File: config.mk
export PLATFORM = sky130hd
export DESIGN_NAME = program_counter_unit
export DESIGN_NICKNAME = d
export VERILOG_FILES = /design/src/rtl/program_counter_unit.sv
export SDC_FILE = /design/constraint.sdc
export NUM_CORES = 1
export LEC_CHECK = 0
export CAP_MARGIN = 30
export CORE_MARGIN = 1.5
export CORE_UTILIZATION = 40
export CTS_CLUSTER_SIZE = 8
export DETAILED_ROUTE_END_ITERATION = 16
export PLACE_DENSITY = 0.79
export SLEW_MARGIN = 20
export SYNTH_ARGS = -nofsm -noshare
export SYNTH_HDL_FRONTEND = slang
export SYNTH_SLANG_ARGS = --single-unit
File: constraint.sdc
create_clock -name clk -period 3.95 [get_ports clk]
set_input_delay 0.395 -clock clk [delete_from_list [all_inputs] [get_ports clk]]
set_output_delay 0.395 -clock clk [all_outputs]
set_load 0.02 [all_outputs]
File: src/rtl/program_counter_unit.sv
// Program counter and address-bus source mux.
// Increment, absolute load, vector load and relative branch with page fix-up.
module program_counter_unit #(
  parameter logic [15:0] RESET_PC = 16'h0000
) (
  input  logic        clk,
  input  logic        rst,
  input  logic        clk_enable,
  input  logic [2:0]  pc_enable,
  input  logic [1:0]  address_select,
  input  logic [15:0] memory_address,
  input  logic [7:0]  alu_result,
  input  logic [7:0]  data_in,
  output logic [15:0] address_bus,
  output logic [15:0] pc_out,
  output logic        busy,
  output logic        page_cross
);

  localparam logic [2:0] CMD_LOAD_LOW  = 3'b001;
  localparam logic [2:0] CMD_LOAD_HIGH = 3'b010;
  localparam logic [2:0] CMD_INC       = 3'b011;
  localparam logic [2:0] CMD_BRANCH    = 3'b100;
  localparam logic [2:0] CMD_LOAD_ADDR = 3'b101;

  typedef enum logic {
    RUN,
    FIXUP
  } state_t;

  state_t      state;
  logic [15:0] pc;
  logic [7:0]  pcl_latch;
  logic        fwd;
  logic [8:0]  sum;

  // Sign-extended offset added to the low byte; bit 8 flags a page cross
  // in either direction (carry for forward, no-borrow wrap for backward).
  assign sum = {1'b0, pc[7:0]} + {data_in[7], data_in};

  assign pc_out = pc;
  assign busy   = (state == FIXUP);

  // PC, vector latch, fix-up state and page_cross pulse
  always_ff @(posedge clk or posedge rst) begin
    if (rst) begin
      pc         <= RESET_PC;
      pcl_latch  <= 8'h00;
      state      <= RUN;
      fwd        <= 1'b0;
      page_cross <= 1'b0;
    end else if (clk_enable) begin
      page_cross <= 1'b0;
      if (state == FIXUP) begin
        pc[15:8] <= fwd ? pc[15:8] + 8'd1 : pc[15:8] - 8'd1;
        state    <= RUN;
      end else begin
        case (pc_enable)
          CMD_LOAD_LOW:  pcl_latch <= data_in;
          CMD_LOAD_HIGH: pc <= {data_in, pcl_latch};
          CMD_INC:       pc <= pc + 16'd1;
          CMD_BRANCH: begin
            pc[7:0] <= sum[7:0];
            if (sum[8]) begin
              state      <= FIXUP;
              fwd        <= ~data_in[7];
              page_cross <= 1'b1;
            end
          end
          CMD_LOAD_ADDR: pc <= memory_address;
          default: ;
        endcase
      end
    end
  end

  // Address bus source select; reset forces the PC source
  always_comb begin
    address_bus = pc;
    if (!rst) begin
      unique case (address_select)
        2'd1:    address_bus = memory_address;
        2'd2:    address_bus = {8'h00, alu_result};
        default: address_bus = pc;
      endcase
    end
  end

endmodule

-- Yosys cells after proc, flatten, opt, wreduce, memory -nomap -nowiden
Cells that the tools add are included.
W data, S select, Z words.
- register bits after elaboration: 26
- bitwise operators: 2
- equality and inequality tests: 7
- reduce and logical (&&, ||, !) cells: 6
- add/subtract/negate cells: 4
- mux-type cells: 9
- operator list (kind ; count):
    $pmux W16 S2 ; 1
    $pmux W8 S4 ; 1
    $pmux W8 S3 ; 1
    $add A16 B1 Y16 const B ; 1
    $mux W16 ; 1
    $mux W8 ; 2
    $add A8 B9 Y9 ; 1
    $add A8 B1 Y8 const B ; 1
    $reduce_bool A4 Y1 ; 2
    $sub A8 B1 Y8 const B ; 1
    $eq A3 B2 Y1 const B ; 2
    $eq A3 B3 Y1 const B ; 2
    $reduce_and A3 Y1 ; 2
    $reduce_and A4 Y1 ; 1
    $eq A3 B1 Y1 const B ; 1
    $mux W1 ; 3
    $eq A2 B1 Y1 const B ; 1
    $eq A2 B2 Y1 const B ; 1
    $not A1 Y1 ; 2
    $reduce_and A2 Y1 ; 1

-- Depth between registers and ports, before layout
Gate-level depths: netlist of the first run.
- depth in word-level cells: 4
- mapped depth: 8
- gate-level depth less buffers: 7

-- Worst setup path before layout of the first run
Ideal clock, no wire load.
- path kind: input -> output
- from: input address_select[0]
- to: output address_bus[7]
- path buffers: 2
- setup slack: 1.951 ns
- arrival time: 1.604 ns
- stages on the path: 6
- data required time: 3.555 ns
- path through: inv_1 ha_1 or2_1 clkbuf_1 clkbuf_1 a21oi_1
- cells in the longest elaborated chain, start to end: 3
- RTL lines (item ; RTL line ; text):
    start, declared ; 10 ; input logic [1:0] address_select,
    $eq A2 B2 Y1 / $eq A2 B1 Y1 (equally long branches) ; 81 ; unique case (address_select)
    $pmux W16 S2 * ; 81 ;
    $mux W16 * ; 80 ; if (!rst) begin
    end, declared ; 14 ; output logic [15:0] address_bus,
Mark *: on every way between the ends. The rest lies on a longest branch, timed or not.

-- Worst setup path in the final report of the first run
- from: input address_select[0]
- to: output address_bus[8]
The elaborated chain is that of the path after synthesis.

==> results.sh, run 1 <==
export IMPL_drv_slew=0
export IMPL_ys_seq_elements=26
export IMPL_end_kind="output port"
export IMPL_clock_sinks=26
export IMPL_drc=0
export IMPL_wl_um=9290
export IMPL_port_buffers=73
export IMPL_track_usage=0.248
export IMPL_synth_edf_count=0
export IMPL_max_cap_violations=0
export IMPL_initial_core_util=0.419
export IMPL_min_path_type="primary input to asynchronous set/reset pin"
export IMPL_hold_viol_final=0
export IMPL_worstPathArrival_ps=2620
export IMPL_setup_tns_final_ps=0
export IMPL_wire_per_inst_um=17.8
export IMPL_ctsResizeCount=0
export IMPL_place_gp_congestion=0.864
export IMPL_core_area_um2=6870
export IMPL_die_area_um2=7710
export IMPL_rsz0062_at_grt="false"
export IMPL_worstMarginPinSlew_ps=721
export IMPL_grt_ovfl_total=0
export IMPL_slew_limit_headroom=0.520
export IMPL_postRouteAntennaNets=0
export IMPL_cts_setup_buffers=0
export IMPL_vias=3274
export IMPL_placed_area_um2=3650
export IMPL_antenna_found_initial=0
export IMPL_postCtsHoldBufs=0
export IMPL_post_place_cells=518
export IMPL_postSynthAreaPerCell_um2=7.77
export IMPL_clk_path_buf_depth=2
export IMPL_total_power_mw=1.75
export IMPL_nets=487
export IMPL_setup_ws_ps=933
export IMPL_critPathLaunchType="primary input"
export IMPL_rrSetupSlack_ps=1690
export IMPL_ys_seq_area_frac=0.226
export IMPL_synth_flop_cell="dfrtp_1"
export IMPL_htree_levels=1
export IMPL_synthesis_nets=429
export IMPL_diodes=0
export IMPL_period_minus_slack_ps=3020
export IMPL_ir_drop_v=0.000257
export IMPL_ys_warn_count=0
export IMPL_crit_required_ps=3560
export IMPL_ys_types=68
export IMPL_status="complete, no violations"
export IMPL_setup_viol=0
export IMPL_p_leak_nw=1.48
export IMPL_vias_per_cell=6.26
export IMPL_synthArstFlopShare=1.00
export IMPL_place_ws_ps=650
export IMPL_finalNonFillerCells=523
export IMPL_holdWs_ps=528
export IMPL_grt_pass1_vias=3140
export IMPL_post_route_period_util=0.764
export IMPL_grt_max_degree=33
export IMPL_synth_cell_area_um2=2880
export IMPL_clkTransAtPathRegs_ps=100
export IMPL_worstSetupPathType="primary input to output port"
export IMPL_syn_inst=370
export IMPL_syn2layout_area_growth_pct=29.5
export IMPL_final_cell_mix="clkdlybuf4s50_1 (73), nand2_1 (42), dfrtp_1 (26), o21ai_1 (24), nor2_1 (24)"
export IMPL_skew_ps=3.04
export IMPL_pin_count=74
export IMPL_grt_pass1_wl_um=15100
export IMPL_post_route_util=0.542
export IMPL_first_iter_violations=270
export IMPL_clkLatencyLatePin_ps=280
export IMPL_placementRows=30
export IMPL_die_h_um=87.8
export IMPL_cts_tree="yes"
export IMPL_powerDensity_nw_per_um2=470
export IMPL_reg2reg_depth=7
export IMPL_fin_area_um2=3720
export IMPL_dr_pass1_iters=5
export IMPL_die_x_um=87.8
export IMPL_cts_buffers=3
export IMPL_cp_max_fo=20
export IMPL_root_buffer="clkbuf_8"
export IMPL_drive_gt1_frac=0.0656
export IMPL_hpwl_um=6970
export IMPL_fmax_mhz=331
export IMPL_layout_commonest_cell="clkdlybuf4s50_1"
-- where the power goes --
part	internal [mW]	switching (mW)	total (mW)
combinational	0.503	0.543	1.05
clock	0.0895	0.0963	0.186
sequential	0.341	0.176	0.517
total	0.934	0.815	1.75
-- path summary, 6_finish.rpt --
check	startpoint	endpoint
worst max-delay path	address_select[0]	address_bus[8]
worst min-delay path	rst	pcl_latch[2]
worst max register to register	fwd	pc_out[14]
worst min register to register	pcl_latch[4]	pcl_latch[4]
max in group asynchronous	rst	pc_out[5]
min in group clk	pcl_latch[4]	pcl_latch[4]
-- metal layers --
layer | vias to the layer above | share of wire | track usage
met5 | - | 0 | 0
met4 | 0 | 0.026 | 0.104
met3 | 20 | 0.080 | 0.0320
met2 | 168 | 0.49 | 0.432
met1 | 1568 | 0.40 | 0.306
li1 | 1518 | - | -
-- final cells by class --
class                   count  area (µm²)
well taps                  96         120
repair buffers             79         791
multi-input cells         307        2070
flip-flops and latches     26         651
clock buffers               4        55.1
inverters                  11        41.3
fillers                   655        3150
-- synth_stat cells, types with 9 or more instances --
library cell  count  area share
nand2_1          42       0.055
dfrtp_1          26        0.23
nor2_1           24       0.031
o21ai_1          24       0.042
a21oi_1          22       0.038
ha_1             17       0.074
buf_2            13       0.023
o21ai_0          12       0.021
nand3_1          11       0.019
inv_1            10       0.013
a22oi_1           9       0.023
clkbuf_1          9       0.012
-- registers in the layout, summed over array words and instances (netlist names) --
register,cells
pcl_latch,8
fwd,1
busy,1
pc_out,16
-- logic make-up after synthesis --
family                     synth area share
adders and majority gates            0.0879
AOI/OAI and AO/OA                     0.321
muxes                                0.0379
xor gates and xnor gates             0.0335
DFF                                   0.226
and+or+nand+nor                       0.238
buffers and inverters                0.0553
-- worst max-delay path: stages --
cell and delay (ps):
clkdlybuf4s50_1 480, inv_1 50, ha_1 280, or2_1 400
buf_8 240, o21ai_1 150, clkdlybuf4s50_1 620
Power figures use the tool's default switching activity.
==> run 2, diff against run 1 <==
==> constraint.sdc (replaced) <==
create_clock -name clk -period 2.8 [get_ports clk]
set_input_delay 0.28 -clock clk [delete_from_list [all_inputs] [get_ports clk]]
set_output_delay 0.28 -clock clk [all_outputs]
set_load 0.02 [all_outputs]
==> run 2 against run 1 <==
Net effect: total power rose by 42%; sequential power grew 40%; first-iteration DRC count is 5.6% lower; core utilization rose by 0.69 points; register-to-register slack lost 1100 ps; worst hold slack worse by 130 ps; global-route usage increased by 0.83 points; routed wire length up 1.9%; cell area grew 1.3%; clock skew is 1.1 ps higher; critical path type unchanged; critical endpoint is now address_bus[9].
==> results.sh, run 2 (synthesis results as in run 1) <==
export IMPL_status="complete, no violations"
export IMPL_post_route_period_util=0.928
export IMPL_grt_max_degree=27
export IMPL_vias=3298
export IMPL_min_path_type="primary input to asynchronous set/reset pin"
export IMPL_p_leak_nw=1.52
export IMPL_clk_path_buf_depth=2
export IMPL_skew_ps=4.12
export IMPL_fmax_mhz=385
export IMPL_die_x_um=87.8
export IMPL_clock_sinks=26
export IMPL_place_gp_congestion=0.933
export IMPL_postRouteAntennaNets=0
export IMPL_final_cell_mix="clkdlybuf4s50_1 (72), nand2_1 (42), dfrtp_1 (26), o21ai_1 (24), nor2_1 (24)"
export IMPL_place_ws_ps=192
export IMPL_worstMarginPinSlew_ps=664
export IMPL_worstPathArrival_ps=2320
export IMPL_critPathTopFamily="buffers and inverters"
export IMPL_worstSetupPathType="primary input to output port"
export IMPL_cp_max_fo=18
export IMPL_layout_commonest_cell="clkdlybuf4s50_1"
export IMPL_crit_slowest_cell="clkdlybuf4s50_1"
export IMPL_die_area_um2=7710
export IMPL_syn2layout_area_growth_pct=31.2
export IMPL_drive_gt1_frac=0.0828
export IMPL_grt_ovfl_total=0
export IMPL_cpMostUsedCell="clkdlybuf4s50_1"
export IMPL_end_kind="output port"
export IMPL_setup_viol=0
export IMPL_critPathLaunchType="primary input"
export IMPL_pin_count=74
export IMPL_antenna_found_initial=0
export IMPL_clkLatencyLatePin_ps=270
export IMPL_finalNonFillerCells=531
export IMPL_post_place_cells=527
export IMPL_grt_pass1_vias=3375
export IMPL_ctsResizeCount=0
export IMPL_nets=495
export IMPL_vias_per_cell=6.21
export IMPL_slowest_delay_ps=630
export IMPL_wl_um=9470
export IMPL_period_minus_slack_ps=2600
export IMPL_setup_tns_final_ps=0
export IMPL_initial_core_util=0.419
export IMPL_clkTransAtPathRegs_ps=90
export IMPL_dr_pass1_iters=6
export IMPL_first_iter_violations=255
export IMPL_wire_per_inst_um=17.8
export IMPL_crit_path_cell_trace="clkdlybuf4s50_1 -> inv_1 -> ha_1 -> or2_1 -> buf_4 -> o21ai_1 -> clkdlybuf4s50_1"
export IMPL_grt_pass1_wl_um=15700
export IMPL_diodes=0
export IMPL_drc=0
export IMPL_htree_levels=1
export IMPL_rsz0062_at_grt="false"
export IMPL_crit_required_ps=2520
export IMPL_core_area_um2=6870
export IMPL_drv_slew=0
export IMPL_die_h_um=87.8
export IMPL_ir_drop_v=0.000382
export IMPL_cts_tree="yes"
export IMPL_postCtsHoldBufs=0
export IMPL_cts_buffers=3
export IMPL_total_power_mw=2.49
export IMPL_port_buffers=73
export IMPL_setup_ws_ps=202
export IMPL_hpwl_um=7140
export IMPL_slew_limit_headroom=0.557
export IMPL_placementRows=30
export IMPL_hold_viol_final=0
export IMPL_cts_setup_buffers=0
export IMPL_largest_reg_flops=16
export IMPL_root_buffer="clkbuf_8"
export IMPL_powerDensity_nw_per_um2=659
export IMPL_max_cap_violations=0
export IMPL_path_buf_inv=4
export IMPL_track_usage=0.256
==> run 2: through the flow <==
| stage | utilization | hold WS [ps] | instance area [µm²] |
|---|---|---|---|
| after global routing | 0.549 | 470 | 3770 |
| after detailed placement | 0.541 | 504 | 3710 |
| after global placement | 0.541 | 494 | 3710 |
| after floorplan | - | 320 | 2880 |
| after CTS | 0.549 | 407 | 3770 |
| final | 0.549 | 403 | 3770 |
==> run 2: layer usage <==
metal / GRT usage / up-vias / wire [µm]
li1: - / 1536 / -
met1: 0.322 / 1561 / 3900
met2: 0.436 / 161 / 4610
met3: 0.0236 / 40 / 588
met4: 0.130 / 0 / 380
met5: 0 / - / 0
==> run 2: final cells by class <==
| type | instances | area (µm²) |
|---|---|---|
| multi-input cells | 307 | 2070 |
| well taps | 96 | 120 |
| fillers | 631 | 3100 |
| clock buffers | 4 | 55.1 |
| flip-flops and latches | 26 | 651 |
| inverters | 11 | 41.3 |
| repair buffers | 87 | 838 |
==> run 2: worst paths after layout <==
kind | cells after the start | end | slack [ps] | startpoint
max | 7 | address_bus[9] | 200 | address_select[0]
min | 3 | pc_out[0] | 400 | rst
max reg2reg | 7 | pc_out[14] | 570 | fwd
min reg2reg | 1 | pcl_latch[1] | 530 | pcl_latch[1]
max in group asynchronous | 3 | pc_out[10] | 2120 | rst
min in group clk | 1 | pcl_latch[1] | 530 | pcl_latch[1]
==> run 2: power by group <==
part           switching [mW]  internal [mW]
Combinational           0.786          0.719
Clock                   0.128          0.126
Sequential              0.245          0.481
Total                    1.16           1.33
==> run 2: worst reg2reg max path, cell delays in order, from the launching register on <==
cell	delay [ps]
dfrtp_1	460
inv_1	210
fa_1	450
a21oi_1	210
o21ai_1	130
or4_1	420
a21oi_1	160
nor3_1	70
